### config.mk
export PLATFORM = sky130hd
export DESIGN_NAME = pong_ball_engine
export DESIGN_NICKNAME = d
export VERILOG_FILES = /design/src/rtl/pong_pkg.sv /design/src/rtl/pong_ball_collide.sv /design/src/rtl/pong_ball_engine.sv
export SDC_FILE = /design/constraint.sdc
export NUM_CORES = 1
export LEC_CHECK = 0
export CORE_MARGIN = 2
export CORE_UTILIZATION = 25
export CTS_BUF_LIST = sky130_fd_sc_hd__clkbuf_4
export DETAILED_ROUTE_END_ITERATION = 10
export PLACE_DENSITY = 0.49
export SYNTH_ARGS = -nofsm -noshare
export SYNTH_HDL_FRONTEND = slang
export SYNTH_SLANG_ARGS = --single-unit
### constraint.sdc
create_clock -name clock -period 4.6 [get_ports clock]
set_input_delay 0.46 -clock clock [delete_from_list [all_inputs] [get_ports clock]]
set_output_delay 0.46 -clock clock [all_outputs]
set_load 0.02 [all_outputs]
### src/rtl/pong_pkg.sv
// pong_pkg: shared state encoding, speed width and default geometry for the ball engine
package pong_pkg;
  typedef enum logic [1:0] {SERVE_WAIT, PLAY, SCORED} state_t;
  localparam int SPEED_W = 3;
  localparam int DEF_SIZE = 10;
  localparam int DEF_X_W = 8;
  localparam int DEF_Y_W = 9;
  localparam int DEF_MIN_X = 0;
  localparam int DEF_MAX_X = 239;
  localparam int DEF_MIN_Y = 30;
  localparam int DEF_MAX_Y = 290;
  localparam int DEF_START_X = 120;
  localparam int DEF_START_Y = 160;
  localparam int DEF_PADDLE_WIDTH = 5;
  localparam int DEF_PADDLE_HEIGHT = 41;
  localparam int DEF_MAX_SPEED = 4;
  localparam int DEF_HITS_PER_SPEEDUP = 4;
  localparam int DEF_SERVE_DELAY = 60;
endpackage

### src/rtl/pong_ball_collide.sv
// pong_ball_collide: one-step ball move with wall clamps, paddle reflection and goal detection
module pong_ball_collide
  import pong_pkg::*;
#(
  parameter int SIZE = DEF_SIZE,
  parameter int X_W = DEF_X_W,
  parameter int Y_W = DEF_Y_W,
  parameter int MIN_X = DEF_MIN_X,
  parameter int MAX_X = DEF_MAX_X,
  parameter int MIN_Y = DEF_MIN_Y,
  parameter int MAX_Y = DEF_MAX_Y,
  parameter int PADDLE_WIDTH = DEF_PADDLE_WIDTH,
  parameter int PADDLE_HEIGHT = DEF_PADDLE_HEIGHT
) (
  input  logic [X_W-1:0]     x,
  input  logic [Y_W-1:0]     y,
  input  logic               dir_x,
  input  logic               dir_y,
  input  logic [SPEED_W-1:0] speed,
  input  logic [X_W-1:0]     paddle_1_x,
  input  logic [X_W-1:0]     paddle_2_x,
  output logic [X_W-1:0]     next_x,
  output logic [Y_W-1:0]     next_y,
  output logic               next_dir_x,
  output logic               next_dir_y,
  output logic               hit,
  output logic               point_p1,
  output logic               point_p2
);
  localparam int F1 = MIN_Y + PADDLE_WIDTH;
  localparam int F2 = MAX_Y - PADDLE_WIDTH;
  int sx, sy, sp, nx, ny, px, c;
  logic over, miss, wall_lo, wall_hi;
  // Wide signed arithmetic so under/overflow near the walls never wraps; dir_y picks the paddle ahead.
  always_comb begin
    sx = int'(x);
    sy = int'(y);
    sp = int'(speed);
    nx = dir_x ? sx + sp : sx - sp;
    ny = dir_y ? sy + sp : sy - sp;
    px = dir_y ? int'(paddle_2_x) : int'(paddle_1_x);
    over = sx + SIZE > px && sx < px + PADDLE_HEIGHT;
    c = sx + SIZE / 2 - px;
    hit = dir_y ? (sy + SIZE <= F2 && ny + SIZE >= F2 && over) : (sy >= F1 && ny <= F1 && over);
    miss = !hit && (dir_y ? ny + SIZE >= MAX_Y : ny <= MIN_Y);
    point_p1 = miss && dir_y;
    point_p2 = miss && !dir_y;
    wall_lo = nx <= MIN_X;
    wall_hi = nx + SIZE >= MAX_X;
    next_dir_x = wall_lo ? 1'b1 : wall_hi ? 1'b0 :
                 (hit && c < PADDLE_HEIGHT / 3) ? 1'b0 :
                 (hit && c >= 2 * PADDLE_HEIGHT / 3) ? 1'b1 : dir_x;
    next_x = X_W'(wall_lo ? MIN_X : wall_hi ? MAX_X - SIZE : nx);
    next_dir_y = hit ? !dir_y : dir_y;
    next_y = Y_W'(hit ? (dir_y ? F2 - SIZE : F1) : miss ? (dir_y ? MAX_Y - SIZE : MIN_Y) : ny);
  end
endmodule

### src/rtl/pong_ball_engine.sv
// pong_ball_engine: serve FSM, speed-up counters and registered ball state for the Pong datapath
module pong_ball_engine
  import pong_pkg::*;
#(
  parameter int SIZE = DEF_SIZE,
  parameter int X_W = DEF_X_W,
  parameter int Y_W = DEF_Y_W,
  parameter int MIN_X = DEF_MIN_X,
  parameter int MAX_X = DEF_MAX_X,
  parameter int MIN_Y = DEF_MIN_Y,
  parameter int MAX_Y = DEF_MAX_Y,
  parameter int START_X = DEF_START_X,
  parameter int START_Y = DEF_START_Y,
  parameter int PADDLE_WIDTH = DEF_PADDLE_WIDTH,
  parameter int PADDLE_HEIGHT = DEF_PADDLE_HEIGHT,
  parameter int MAX_SPEED = DEF_MAX_SPEED,
  parameter int HITS_PER_SPEEDUP = DEF_HITS_PER_SPEEDUP,
  parameter int SERVE_DELAY = DEF_SERVE_DELAY
) (
  input  logic               clock,
  input  logic               reset,
  input  logic               tick,
  input  logic               serve,
  input  logic [X_W-1:0]     paddle_1_x,
  input  logic [X_W-1:0]     paddle_2_x,
  output logic [X_W-1:0]     ball_x,
  output logic [Y_W-1:0]     ball_y,
  output logic               in_play,
  output logic               hit,
  output logic               point_p1,
  output logic               point_p2,
  output logic [SPEED_W-1:0] speed
);
  localparam int HC_W = $clog2(HITS_PER_SPEEDUP + 1);
  localparam int SC_W = $clog2(SERVE_DELAY + 1);
  state_t state_q, state_d;
  logic [X_W-1:0] x_q, x_d, nx;
  logic [Y_W-1:0] y_q, y_d, ny;
  logic dir_x_q, dir_x_d, dir_y_q, dir_y_d, ndx, ndy;
  logic [SPEED_W-1:0] speed_q, speed_d;
  logic [HC_W-1:0] hits_q, hits_d;
  logic [SC_W-1:0] cnt_q, cnt_d;
  logic hit_q, hit_d, p1_q, p1_d, p2_q, p2_d;
  logic c_hit, c_p1, c_p2, launch, speedup;

  pong_ball_collide #(
    .SIZE(SIZE), .X_W(X_W), .Y_W(Y_W), .MIN_X(MIN_X), .MAX_X(MAX_X),
    .MIN_Y(MIN_Y), .MAX_Y(MAX_Y), .PADDLE_WIDTH(PADDLE_WIDTH), .PADDLE_HEIGHT(PADDLE_HEIGHT)
  ) u_collide (
    .x(x_q), .y(y_q), .dir_x(dir_x_q), .dir_y(dir_y_q), .speed(speed_q),
    .paddle_1_x(paddle_1_x), .paddle_2_x(paddle_2_x),
    .next_x(nx), .next_y(ny), .next_dir_x(ndx), .next_dir_y(ndy),
    .hit(c_hit), .point_p1(c_p1), .point_p2(c_p2)
  );

  assign launch = serve || (tick && cnt_q == SC_W'(SERVE_DELAY - 1));
  assign speedup = hits_q == HC_W'(HITS_PER_SPEEDUP - 1);

  // Next-state: hold at START while waiting, step on tick in PLAY, recentre for one cycle after a goal.
  always_comb begin
    state_d = state_q;
    x_d = x_q;
    y_d = y_q;
    dir_x_d = dir_x_q;
    dir_y_d = dir_y_q;
    speed_d = speed_q;
    hits_d = hits_q;
    cnt_d = cnt_q;
    hit_d = 1'b0;
    p1_d = 1'b0;
    p2_d = 1'b0;
    case (state_q)
      SERVE_WAIT: begin
        x_d = X_W'(START_X);
        y_d = Y_W'(START_Y);
        cnt_d = launch ? '0 : cnt_q + SC_W'(tick);
        state_d = launch ? PLAY : SERVE_WAIT;
      end
      PLAY: if (tick) begin
        x_d = nx;
        y_d = ny;
        dir_x_d = ndx;
        dir_y_d = ndy;
        hit_d = c_hit;
        p1_d = c_p1;
        p2_d = c_p2;
        state_d = (c_p1 || c_p2) ? SCORED : PLAY;
        hits_d = c_hit ? (speedup ? '0 : hits_q + 1'b1) : hits_q;
        speed_d = (c_hit && speedup && speed_q != SPEED_W'(MAX_SPEED)) ? speed_q + 1'b1 : speed_q;
      end
      SCORED: begin
        // a miss leaves dir_y untouched, so it already points at the conceding player
        x_d = X_W'(START_X);
        y_d = Y_W'(START_Y);
        speed_d = SPEED_W'(1);
        hits_d = '0;
        state_d = SERVE_WAIT;
      end
      default: state_d = SERVE_WAIT;
    endcase
  end

  // State and ball registers with synchronous reset to the serve position.
  always_ff @(posedge clock) begin
    if (reset) begin
      state_q <= SERVE_WAIT;
      x_q <= X_W'(START_X);
      y_q <= Y_W'(START_Y);
      dir_x_q <= 1'b0;
      dir_y_q <= 1'b1;
      speed_q <= SPEED_W'(1);
      hits_q <= '0;
      cnt_q <= '0;
      hit_q <= 1'b0;
      p1_q <= 1'b0;
      p2_q <= 1'b0;
    end else begin
      state_q <= state_d;
      x_q <= x_d;
      y_q <= y_d;
      dir_x_q <= dir_x_d;
      dir_y_q <= dir_y_d;
      speed_q <= speed_d;
      hits_q <= hits_d;
      cnt_q <= cnt_d;
      hit_q <= hit_d;
      p1_q <= p1_d;
      p2_q <= p2_d;
    end
  end

  assign ball_x = x_q;
  assign ball_y = y_q;
  assign in_play = state_q == PLAY;
  assign hit = hit_q;
  assign point_p1 = p1_q;
  assign point_p2 = p2_q;
  assign speed = speed_q;
endmodule

======== After elaboration in Yosys (flattened, before gate mapping) ========
Index checks and enable logic that the tools add are counted.
storage, ports and cells
  input bits .............................. 20
  word-level logic and storage cells ...... 106
  flip-flop bits (word level) ............. 36
cells by class
  muxes and demuxes ....................... 31
  bitwise gates (word level) .............. 2
  eq/ne operators ......................... 8
  add/sub/neg operators ................... 14
  $lt $le $gt $ge ......................... 12
  reductions and logical operators ........ 28
operators by type and width
  operator                 number
  $add A32 B5 Y32 const B  2
  $ge A32 B10 Y1 const B   2
  $mux W32                 2
  $mux W9                  5
  $add A32 B7 Y32 const B  1
  $ge A32 B6 Y1 const B    1
  $ge A32 B9 Y1 const B    1
  $gt A32 B32 Y1           1
  $le A32 B1 Y1 const B    1
  $le A32 B10 Y1 const B   1
  $le A32 B6 Y1 const B    1
  $le A32 B7 Y1 const B    1
  $lt A32 B5 Y1 const B    1
  $lt A9 B32 Y1            1
  $mux W8                  4
  $sub A32 B32 Y32         1
  $pmux W9 S2              1
  $pmux W8 S2              1
  $mux W3                  5
  $logic_and A1 B1 Y1      13
  $pmux W3 S2              2
  $reduce_and A3 Y1        4
  $add A9 B3 Y10           1
  $add A9 B4 Y10 const B   1
  other kinds (28)         41

======== Depth between registers and ports, before layout ========
  depth in word-level cells ............... 14
  mapped depth ............................ 26

======== Modules after synthesis ========
Synthesis repeated with hierarchy kept, for this count alone.
second synthesis, totals
  cells, all modules ...................... 604
  area, all modules ....................... 4,770.8 um^2
by module, submodules not included
  module             area an instance (um^2)  times used  sequential area each (um^2)  cells each
  pong_ball_collide  3,286.9                  1           0.0                          451
  pong_ball_engine   1,483.9                  1           720.7                        153

======== Worst setup path after synthesis ========
No wires, ideal clock.
  path kind ............................... flip-flop to flip-flop
  from .................................... reg speed_q[1], in the netlist speed[1]
  to ...................................... reg state_q[0]
  arrival ................................. 4,607 ps
  data required time ...................... 4,468 ps
  path slack .............................. -139 ps
  stages on the path, launching flop included .. 25
  library setup time ...................... 132 ps
  period minus slack after synthesis ...... 4,739 ps
  cell sequence ........................... dfxtp_1 -> inv_1 -> fa_1 -> mux2i_1 -> xnor2_1 -> ha_1 -> buf_1 -> inv_1 -> o211a_1 -> nor4_1 -> and3_1 -> buf_4 -> nand2_1 -> ha_1 -> nor4b_1 -> nand4_1 -> nor2_1 -> nand2_1 -> nor2_1 -> mux2i_1 -> o31ai_2 -> a21oi_1 -> clkbuf_1 -> o31ai_1 -> a21oi_1
between the ends
  word-level cells in the longest chain between the ends .. 14
ends and longest elaborated chain
  item                                              RTL line                                          source
  start, declared                                   pong_ball_engine.sv:40                            logic [SPEED_W-1:0] speed_q, speed_d;
  start signal, assigned                            pong_ball_engine.sv:123                           speed_q <= speed_d;
  $sub A9 B3 Y10 or $add A9 B3 Y10 (tied branches)  pong_ball_collide.sv:40                           ny = dir_y ? sy + sp : sy - sp;
  $mux W32 (*)                                      pong_ball_collide.sv:40
  $add A32 B5 Y32                                   pong_ball_collide.sv:44, pong_ball_collide.sv:45
  $ge A32 B10 Y1                                    pong_ball_collide.sv:44                           hit = dir_y ? (sy + SIZE <= F2 && ny + SIZE >= F2 && over) : (sy >= F1 && ny <= F1 && over);
  $logic_and A1 B1 Y1 (2 in series)                 pong_ball_collide.sv:44
  $mux W1                                           pong_ball_collide.sv:44
  $logic_not A1 Y1                                  pong_ball_collide.sv:45                           miss = !hit && (dir_y ? ny + SIZE >= MAX_Y : ny <= MIN_Y);
  $logic_and A1 B1 Y1 (*)                           pong_ball_collide.sv:45
  $logic_and A1 B1 Y1 (on tied branches)            pong_ball_collide.sv:46, pong_ball_collide.sv:47
  $logic_or A1 B1 Y1 (*)                            pong_ball_engine.sv:87                            state_d = (c_p1 || c_p2) ? SCORED : PLAY;
  $mux W2 (*)                                       pong_ball_engine.sv:87
  $mux W2 (*)                                       pong_ball_engine.sv:79                            PLAY: if (tick) begin
  $pmux W2 S2 (*)                                   pong_ball_engine.sv:72                            case (state_q)
  end signal, assigned                              pong_ball_engine.sv:118                           state_q <= state_d;
  end, declared                                     pong_ball_engine.sv:36                            state_t state_q, state_d;
Mark *: on every way between the ends. The rest lies on a longest branch, timed or not. The select of a mux whose other input is x is not followed.
A chain may end at the register's enable or synchronous reset.

======== Worst setup path after layout ========
  from .................................... reg y_q[0], in the netlist ball_y[0]
  to ...................................... reg dir_y_q
between the ends
  word-level cells in the longest chain between the ends .. 8
ends and longest elaborated chain
  item                                              RTL line                 source
  start, declared                                   pong_ball_engine.sv:38   logic [Y_W-1:0] y_q, y_d, ny;
  start signal, assigned                            pong_ball_engine.sv:108  y_q <= Y_W'(START_Y);
  start signal, assigned                            pong_ball_engine.sv:120  y_q <= y_d;
  $sub A9 B3 Y10 or $add A9 B3 Y10 (tied branches)  pong_ball_collide.sv:40
  $mux W32                                          pong_ball_collide.sv:40
  $add A32 B5 Y32                                   pong_ball_collide.sv:44
  $ge A32 B10 Y1                                    pong_ball_collide.sv:44
  $logic_and A1 B1 Y1 (2 in series)                 pong_ball_collide.sv:44
  $mux W1 (*)                                       pong_ball_collide.sv:44
  $reduce_and A3 Y1 (no source line) (*)            -
  end signal, assigned                              pong_ball_engine.sv:122  dir_y_q <= dir_y_d;
  end, declared                                     pong_ball_engine.sv:39   logic dir_x_q, dir_x_d, dir_y_q, dir_y_d, ndx, ndy;
Mark *: on every way between the ends. The rest lies on a longest branch, timed or not.

==> impl_metrics.json <==
{
  "irDropWorstVdd_mv": 0.0871,
  "p_leak_nw": 2.64,
  "crit_path_start_kind": "register",
  "grt_usage": 0.142,
  "slowest_delay_ps": 430,
  "root_buffer": "clkbuf_4",
  "die_area_sq_um": 20500,
  "skew_ps": 9.11,
  "synth-edff-count": 0,
  "synthMuxAreaShare": 0.0289,
  "status": "finished, violations left",
  "clk_path_buf_depth": 2,
  "routed_wl_um": 14900,
  "synth_largest_area_cell": "ha_1",
  "rsz0062_at_grt": "yes",
  "synth.distinct_cells": 87,
  "clkTransAtPathRegs_ps": 110,
  "dieHeight_um": 143,
  "power_density_nw_per_um2": 125,
  "layout.cells.non_filler": 972,
  "finalCritPeriodShare": 1.00,
  "ys_dominant_reg_cell": "dfxtp_1",
  "drt_iter0_markers": 273,
  "coreArea_sq_um": 18800,
  "slew_viol_final": 0,
  "wl_per_cell_um": 15.3,
  "hpwl_um": 11400,
  "place_congestion": 0.866,
  "cts_max_level": 2,
  "row_count": 50,
  "yosys_warnings": 0,
  "synth-simple-area-share": 0.255,
  "vias_per_cell": 5.08,
  "fin_nets": 800,
  "numCtsBuffers": 5,
  "initial_core_util": 0.257,
  "cp_top_family": "simple AND/OR/NAND/NOR gates",
  "tightestPinTransition_ps": 1010,
  "path_max_fanout": 8,
  "dieWidth_um": 143,
  "r2r_cells": 24,
  "hold_class": "register to register",
  "fin_ws_ps": -20.8,
  "area_growth_syn_to_layout_pct": 32.7,
  "finalHoldViolCount": 0,
  "ant_nets": 0,
  "port_buffers": 43,
  "synth_top_family_by_area": "simple AND/OR/NAND/NOR gates",
  "reg2reg_slack_ps": -20,
  "multi_input_comb_area_sq_um": 4190,
  "async_reset_ff_frac": 0,
  "n_antenna_cell": 0,
  "yosysSeqAreaShare": 0.149,
  "grt_pass1_wl_um": 23900,
  "violations": "setup timing",
  "r2r-start": "ball_y[0]",
  "layout-drive-gt1-share": 0.206,
  "tritoncts": "yes",
  "endpoint": "dir_y_q",
  "synth_top_area_frac": 0.165,
  "cp_data_arrival_time_ps": 4860,
  "vias": 4939,
  "fill_cells": 2000,
  "crit_type": "register to register",
  "path_buf_inv": 4,
  "setup_viol": 2,
  "crit_start": "ball_y[0]",
  "fin_area_sq_um": 6430,
  "synth_seq_cells": 36,
  "overflow": 0,
  "max_slew_margin": 0.323,
  "regArea_sq_um": 729,
  "timing.hold.ws_ps": 441,
  "cap_violations": 0,
  "placedCellCount": 949,
  "grt_pass1_vias": 4703,
  "cts.hold.buffers_added": 0,
  "worst-path-stages": 24,
  "insertion_delay_ps": 340,
  "period_needed_ps": 4620,
  "required_ps": 4840,
  "numClockSinks": 36,
  "placed_cell_area_sq_um": 5900,
  "io_pins": 44,
  "grt_max_degree": 32,
  "synth-xor-area-share": 0.0752,
  "pre_cts_ws_ps": -126,
  "dr.pass1.iters": 5,
  "synthesis.nets": 709,
  "rr_endpoint": "dir_y_q",
  "drc": 0,
  "fmax_mhz": 216,
  "netlist_area_sq_um": 4840,
  "synth_compound_area_frac": 0.252,
  "syn_area_per_cell_sq_um": 7.81,
  "crit_chain": "inv_2 -> ha_4 -> inv_2 -> fa_2 -> mux2i_1 -> xnor2_1 -> ha_2 -> buf_6 -> nor4_4 -> nor4_4 -> and3_4 -> nand2_2 -> ha_4 -> nor4b_4 -> nand4_1 -> nor2_1 -> nand2_1 -> nor2_1 -> mux2i_1 -> o31ai_2 -> a21oi_4 -> buf_4 -> a21o_1 -> a21o_1",
  "synth_fa_ha_area_frac": 0.186,
  "cp_slowest_cell": "fa_2",
  "final_util": 0.341,
  "totalPowerFinal_uw": 805,
  "synth_area_leaders": "ha_1 (17%), dfxtp_1 (15%), nand2_1 (4.6%)",
  "antenna_found_initial": 0,
  "syn_inst": 620,
  "tns_ps": -27.5,
  "end_kind": "register"
}
-- sequential cells by signal (all words and copies together) (netlist names) --
signal,cells
ball_y,9
ball_x,8
cnt_q,6
hits_q,3
speed,3
state_q,2
dir_x_q,1
dir_y_q,1
hit,1
point_p1,1
point_p2,1
-- cell families (layout without fill, tap and decap cells) --
logic type / Yosys count / after routing
buf+inv: 63 / 155
xor+xnor: 40 / 40
compound gates: 166 / 166
fa+ha+maj: 69 / 69
mux: 14 / 14
flops: 36 / 36
simple gates: 232 / 232
-- worst reg2reg max path, stage by stage, from the launching register on --
cell     delay (ps)
dfxtp_2         360
inv_2            60
ha_4            120
inv_2            30
fa_2            430
mux2i_1         180
xnor2_1         180
ha_2            230
buf_6           110
nor4_4           50
nor4_4          270
and3_4          290
nand2_2          80
ha_4            170
nor4b_4         270
nand4_1         120
nor2_1          150
nand2_1         100
nor2_1          120
mux2i_1         100
o31ai_2         400
a21oi_4         160
buf_4           220
a21o_1          170
a21o_1          140
-- layout by cell type (no fill, tap or decap), types with 5 or more instances in the layout --
| master | count |
|---|---|
| buf_4 | 63 |
| nand2_1 | 57 |
| ha_1 | 57 |
| nor2_1 | 46 |
| clkdlybuf4s50_1 | 43 |
| a21oi_1 | 33 |
| inv_1 | 32 |
| dfxtp_1 | 31 |
| o21ai_0 | 24 |
| xnor2_1 | 23 |
| xor2_1 | 16 |
| nor3_1 | 15 |
| nor2b_1 | 15 |
| nand3_1 | 15 |
| mux2i_1 | 14 |
| nand4_1 | 13 |
| nand2b_1 | 9 |
| a211o_1 | 7 |
| and2_1 | 7 |
| o211ai_1 | 7 |
| or3_1 | 7 |
| a211oi_1 | 6 |
| a21o_1 | 6 |
| clkbuf_4 | 6 |
| o211a_1 | 5 |
| o21ai_1 | 5 |
-- cells in the mapped netlist, types with 9 or more instances --
master,count
nor2_1,48
nand3_1,15
nand4_1,13
o21ai_0,26
mux2i_1,14
ha_1,64
xor2_1,16
inv_1,35
a21oi_1,35
xnor2_1,23
clkbuf_1,20
dfxtp_1,36
nor2b_1,16
nand2b_1,9
nand2_1,59
nor3_1,17
-- cell type report --
type / instances / area share
clock inverters: 2 / 0.00545
clock buffers: 6 / 0.00701
well taps: 260 / 0.0506
inverters: 35 / 0.0204
flip-flops and latches: 36 / 0.113
multi-input cells: 521 / 0.652
repair buffers: 112 / 0.151
-- routing by layer --
| metal | vias up | GRT usage | share of wire |
|---|---|---|---|
| met5 | - | 0 | 0 |
| met2 | 118 | 0.242 | 0.48 |
| li1 | 2478 | - | - |
| met3 | 11 | 0.0131 | 0.037 |
| met4 | 0 | 0.0281 | 0.0092 |
| met1 | 2332 | 0.196 | 0.48 |
-- what timing repair did --
| action | 4_1_cts | 5_1_grt |
|---|---|---|
| gates resized for setup | 9 | 58 |
| pin swaps | 3 | 33 |
| cloned | 0 | 1 |
| setup endpoints to repair | 16 | 30 |
| buffers inserted | 2 | 12 |
-- how the worst min path moves through the flow --
| stage | start | to | slack (ps) | cells after the start |
|---|---|---|---|---|
| after floorplan | hits_q[2] | hits_q[2] | 410 | 2 |
| after global placement | hits_q[2] | hits_q[2] | 420 | 2 |
| after detailed placement | hits_q[2] | hits_q[2] | 430 | 2 |
| after CTS | hits_q[2] | hits_q[2] | 450 | 2 |
| after global routing | hits_q[2] | hits_q[2] | 470 | 2 |
| final | hits_q[2] | hits_q[2] | 440 | 2 |
-- power by group --
part | switching [mW] | internal [mW]
registers | 0.00592 | 0.315
clock network | 0.112 | 0.120
logic | 0.139 | 0.113
total | 0.257 | 0.548
(Power assumes the default switching activity.)
